--- config.mk ---
export PLATFORM = sky130hd
export DESIGN_NAME = ahb_ram_arbiter
export DESIGN_NICKNAME = d
export VERILOG_FILES = /design/src/rtl/ahb_pkg.sv /design/src/rtl/ahb_arb_resolve.sv /design/src/rtl/ahb_ram_arbiter.sv
export SDC_FILE = /design/constraint.sdc
export NUM_CORES = 1
export LEC_CHECK = 0
export ABC_CLOCK_PERIOD_IN_PS = 1600
export CAP_MARGIN = 10
export CORE_AREA = 3 3 40 42
export CTS_CLUSTER_SIZE = 40
export DETAILED_ROUTE_END_ITERATION = 8
export DIE_AREA = 0 0 43 45
export PLACE_DENSITY = 0.44
export SETUP_SLACK_MARGIN = 0.5
export SKIP_LAST_GASP = 1
export SYNTH_ARGS = -nofsm -noshare
export SYNTH_HDL_FRONTEND = slang
export SYNTH_SLANG_ARGS = --single-unit
--- constraint.sdc ---
create_clock -name HCLK -period 1.6 [get_ports HCLK]
set_clock_uncertainty 0.2 [all_clocks]
set_input_delay 0.4 -clock HCLK [delete_from_list [all_inputs] [get_ports HCLK]]
set_output_delay 0.4 -clock HCLK [all_outputs]
set_load 0.03 [all_outputs]
--- src/rtl/ahb_pkg.sv ---
// rtl/ahb_pkg.sv - shared AHB encodings and arbiter state type
package ahb_pkg;

    localparam logic [1:0] HTRANS_IDLE   = 2'b00;
    localparam logic [1:0] HTRANS_BUSY   = 2'b01;
    localparam logic [1:0] HTRANS_NONSEQ = 2'b10;
    localparam logic [1:0] HTRANS_SEQ    = 2'b11;

    localparam logic HRESP_OKAY  = 1'b0;
    localparam logic HRESP_ERROR = 1'b1;

    typedef enum logic {
        OWN_M0 = 1'b0,
        OWN_M1 = 1'b1
    } arb_state_t;

    // A burst in flight must not be split between masters.
    function automatic logic in_burst(input logic [1:0] trans);
        return (trans == HTRANS_SEQ) || (trans == HTRANS_BUSY);
    endfunction

endpackage

--- src/rtl/ahb_arb_resolve.sv ---
// rtl/ahb_arb_resolve.sv - combinational winner select from requests and tie pointer
module ahb_arb_resolve
    import ahb_pkg::*;
#(
    parameter bit DEFAULT_MASTER = 1'b0
) (
    input  logic i_req0,
    input  logic i_req1,
    input  logic i_ptr,
    output logic o_winner
);

    always_comb begin
        o_winner = DEFAULT_MASTER;
        if (i_req0 && i_req1) begin
            o_winner = i_ptr;
        end else if (i_req0) begin
            o_winner = 1'b0;
        end else if (i_req1) begin
            o_winner = 1'b1;
        end
    end

endmodule

--- src/rtl/ahb_ram_arbiter.sv ---
// rtl/ahb_ram_arbiter.sv - two-master AHB arbiter for the RAM slave
// Optional macro AHB_ARB_ROUND_ROBIN_EN: round-robin tie break instead of fixed m0 priority.
module ahb_ram_arbiter
    import ahb_pkg::*;
#(
    parameter bit DEFAULT_MASTER = 1'b0
) (
    input  logic       HCLK,
    input  logic       HRESET,
    input  logic       hbusreq_m0,
    input  logic       hbusreq_m1,
    input  logic       hlock_m0,
    input  logic       hlock_m1,
    input  logic [1:0] htrans_m0,
    input  logic [1:0] htrans_m1,
    input  logic       hready,
    output logic       hgrant_m0,
    output logic       hgrant_m1,
    output logic       hmaster,
    output logic       hmaster_data,
    output logic       hmastlock
);

    localparam arb_state_t DEF_STATE = arb_state_t'(DEFAULT_MASTER);

    arb_state_t r_state;
    logic       r_hmaster_data;
    logic       r_hmastlock;

    logic       w_owner;
    logic [1:0] w_own_trans;
    logic       w_own_lock;
    logic       w_handover_ok;
    logic       w_ptr;
    logic       w_winner;

    assign w_owner       = (r_state == OWN_M1);
    assign w_own_trans   = w_owner ? htrans_m1 : htrans_m0;
    assign w_own_lock    = w_owner ? hlock_m1 : hlock_m0;
    assign w_handover_ok = !in_burst(w_own_trans) && !w_own_lock;

`ifdef AHB_ARB_ROUND_ROBIN_EN
    logic r_ptr;
    assign w_ptr = r_ptr;
`else
    assign w_ptr = 1'b0;
`endif

    ahb_arb_resolve #(
        .DEFAULT_MASTER(DEFAULT_MASTER)
    ) u_resolve (
        .i_req0   (hbusreq_m0),
        .i_req1   (hbusreq_m1),
        .i_ptr    (w_ptr),
        .o_winner (w_winner)
    );

    always_ff @(posedge HCLK) begin
        if (HRESET) begin
            r_state        <= DEF_STATE;
            r_hmaster_data <= DEFAULT_MASTER;
            r_hmastlock    <= 1'b0;
`ifdef AHB_ARB_ROUND_ROBIN_EN
            r_ptr          <= ~DEFAULT_MASTER;
`endif
        end else if (hready) begin
            r_hmaster_data <= w_owner;
            r_hmastlock    <= w_own_lock;
            if (w_handover_ok) begin
                r_state <= arb_state_t'(w_winner);
`ifdef AHB_ARB_ROUND_ROBIN_EN
                // The outgoing owner becomes the preferred master on the next tie.
                if (w_winner != w_owner) begin
                    r_ptr <= w_owner;
                end
`endif
            end
        end
    end

    assign hgrant_m0    = (r_state == OWN_M0);
    assign hgrant_m1    = (r_state == OWN_M1);
    assign hmaster      = w_owner;
    assign hmaster_data = r_hmaster_data;
    assign hmastlock    = r_hmastlock;

endmodule

==> flow_results.org <==
** Synthesis
- Simple-gate share of the synthesized area :: 24.37%
- Avg Synthesized Cell Area :: 9.306 um2
- Async set-reset flop share out of synthesis :: 0%
- Largest cells by area after synthesis :: sky130_fd_sc_hd__dfxtp_1, sky130_fd_sc_hd__mux2i_1, sky130_fd_sc_hd__nand2b_1
- Counting flops with a built-in enable in the synthesized netlist gives 0.
- After synthesis the netlist holds a flip-flop and latch count of 3.
- Post-Syn Nets :: 27
- Register area share after synthesis :: 40.34%
- Synthesis produced a netlist whose cell count is 16.
- After synthesis, the largest family of logic cells by area is simple AND/OR/NAND/NOR gates.
- Post-synthesis instance area :: 148.9 um2
- For this run, the number of Yosys warnings is 0.
- Main flop type after synthesis :: sky130_fd_sc_hd__dfxtp_1
- Summed over its instances, the top area cell type makes up 40.34% of the synthesized netlist area.
- The synthesized netlist devotes 14.29% of its cell area to compound gates.
- Summed over all instances, the cell type with the most area after synthesis is sky130_fd_sc_hd__dfxtp_1.
- Number of distinct library cell variants in the gate-level netlist after synthesis :: 10
- Most numerous cell types in the synthesized netlist :: sky130_fd_sc_hd__dfxtp_1, sky130_fd_sc_hd__nand2b_1, sky130_fd_sc_hd__mux2i_1, sky130_fd_sc_hd__nor2_1
- Adder-cell share of the synthesized area :: 0%
- Multiplexer cells account for 13.45% of the synthesized area.
- Synthesized-area fraction occupied by xor and xnor cells :: 0%

** Clock network
- Clock Pin Slew Worst Setup and Hold Paths :: 0.04 ns
- The tree built by TritonCTS fans out to 3 sinks.
- The later pin in the worst-skew pair is clocked with a latency of 0.23 ns.
- Number of clock buffers inserted by TritonCTS :: 3
- The longest clock path from root to sink contains 2 buffers.
- CTS tree :: yes
- Number of buffers added to fix hold violations after cts :: 0
- The cell sitting at the root of the clock tree is a sky130_fd_sc_hd__clkbuf_4.
- CTS built an H-tree with a depth of 1.

** Floorplanning
- From bottom edge to top edge, the die measures 45 um.
- Boundary Pins :: 16
- Die X-Extent :: 43 um
- Die footprint :: 0.001935 mm2
- Std-Cell Rows :: 13
- Effective utilization at floorplan :: 11.59%
- Core footprint :: 0.001285 mm2

** Power
- Leak pwr :: 0.1484 nW
- P per Cell Area :: 731.9 mW/mm2
- Worst IR Drop VDD :: 0.0005716 V
- Total power consumption of the routed design :: 248.2 uW

** Timing
- For the finished layout, the period the worst path requires is 1.345 ns.
- Hold is met by 0.2327 ns.
- Hold violation count in the final report :: 0
- Final number of max-transition violations :: 0
- Static timing analysis puts the maximum clock frequency at 743.5 MHz.
- Final-layout setup total negative slack :: 0 ns
- In this run the tightest slew margin relative to its limit is 87.91%.
- Post-route clock period utilization :: 84.06%
- RSZ-0062 raised after global routing :: true
- Setup violations remaining at the end of the flow were counted as 0.
- Pin slew with the least headroom to its limit :: 0.1802 ns
- Setup slack closes at 0.2550 ns.

** Layout
- Measured on the finished design, the core utilization comes to 26.39%.
- 0 antenna diodes ended up in the layout.
- Compared with the post-synthesis result, the final layout area differs by 127.7%.
- In the final design database the tool counted 49 nets.
- Cells with a size suffix above 1 make up 56.76% of the layout.

** Detailed routing
- Vias per std cell :: 3.673
- The count of nets left with antenna violations once routing finished came out at 0.
- The first detailed-routing pass took 3 iterations.
- First DRT Iteration DRCs :: 4
- WL/cell :: 9.077 um
- Via Count :: 191
- In the routed design, unresolved DRC markers number 0.
- The final layout contains routed wiring with a total length of 472 um.

** Global routing
- Number of antenna violations at the first check in global routing :: 0
- For this run, global-route usage on met3 was measured as 3.984%.
- After global routing the overflow that remains totals 0.
- The number of global-route vias before repair came to 223.
- First-pass GRT wire length :: 834 um
- Global routing used 6.699% of the available met1 tracks.
- Met2 Track Usage GR :: 9.281%
- Entering global routing, the biggest net connects 5 pins.
- The layer flagged by global routing as most heavily used is met2.
- For this run, the total global-route usage over all layers was measured as 5.980%.

** Hold path
- The tightest min-delay check is of the input port to flip-flop type.

** Worst setup path
- STA classifies the critical path endpoint as an output port.
- Category of the worst setup path launch point :: flip-flop
- For the worst setup path, the data arrival time is 0.74 ns.
- Classification of the worst setup path :: flip-flop to output port
- Req. time, crit path :: 1.00 ns
- In this run the worst path has a maximum fanout of 4.

** Place
- Count of input and output buffers :: 13
- The congestion estimate from routability-driven global placement came to 0.6404.
- Pre-CTS setup slack :: -0.1830 ns

** Job
- The tool flagged a number of max-cap violations equal to 0.

** Run status
- Outcome :: completed
-- final timing paths --
path,from,to,slack (ns),depth (start not counted)
worst max-delay path,hgrant_m1,hgrant_m0,0.26,2
worst max register to register,hgrant_m1,hmastlock,0.38,4
worst min register to register,hmastlock,hmastlock,0.29,2
worst min-delay path,htrans_m0[0],hgrant_m1,0.23,3
-- metrics by stage --
stage | instances | area [um2]
finish | 52 | 339.1
global route | 52 | 339.1
CTS | 52 | 356.6
detailed placement | 45 | 296.5
global placement | 45 | 296.5
floorplan | 16 | 152.6
-- cell type report --
type	count	area (um2)
clock buffer	4	26.28
fill	146	945.9
inverter	1	3.754
multi-input combinational	11	77.57
sequential	3	66.31
tap	15	18.77
timing repair buffer	18	146.4
-- cells in the final DEF (no fill, tap or decap) --
cell type                         count
sky130_fd_sc_hd__buf_4                7
sky130_fd_sc_hd__dfxtp_2              2
sky130_fd_sc_hd__nand2b_1             3
sky130_fd_sc_hd__nor2_1               2
sky130_fd_sc_hd__inv_2                1
sky130_fd_sc_hd__a211oi_1             1
sky130_fd_sc_hd__a32oi_1              1
sky130_fd_sc_hd__clkbuf_4             3
sky130_fd_sc_hd__buf_6                3
sky130_fd_sc_hd__dfxtp_4              1
sky130_fd_sc_hd__clkbuf_1             1
sky130_fd_sc_hd__or4b_1               1
sky130_fd_sc_hd__clkdlybuf4s50_1      4
sky130_fd_sc_hd__mux2i_1              2
sky130_fd_sc_hd__clkbuf_2             4
sky130_fd_sc_hd__o21ai_1              1
-- kinds of logic after synthesis --
kind of cell / count (synthesis)
buffers and inverters: 2
multiplexers: 2
flip-flops: 3
AND/OR/NAND/NOR: 6
AO/OA/AOI/OAI: 3
-- layer usage --
| metal | part of all wire, % | wire [um] |
|---|---|---|
| met1 | 46 | 218 |
| met2 | 40 | 188 |
| met3 | 14 | 66 |
| met4 | 0 | 0 |
| met5 | 0 | 0 |
-- state kept, by name, indices dropped and copies added (netlist names) --
name	cells
hgrant_m1	1
hmaster_data	1
hmastlock	1
-- worst max-delay path, stage by stage (launching register included) --
cell and delay (ns):
sky130_fd_sc_hd__dfxtp_4 0.36, sky130_fd_sc_hd__inv_2 0.04, sky130_fd_sc_hd__buf_6 0.12
-- power breakdown --
group	internal [mW]	total, mW	switching [mW]
Combinational	0.0257	0.0415	0.0158
Clock	0.0932	0.128	0.0350
Sequential	0.0765	0.0785	0.00198
Total	0.195	0.248	0.0528
-- timing repair --
item                       CTS  global route
pin swaps                    3             2
setup endpoints to repair    8             8
gates cloned                 0             0
setup buffers                3             0
gates resized for setup     12             7
(Power assumes the default switching activity.)
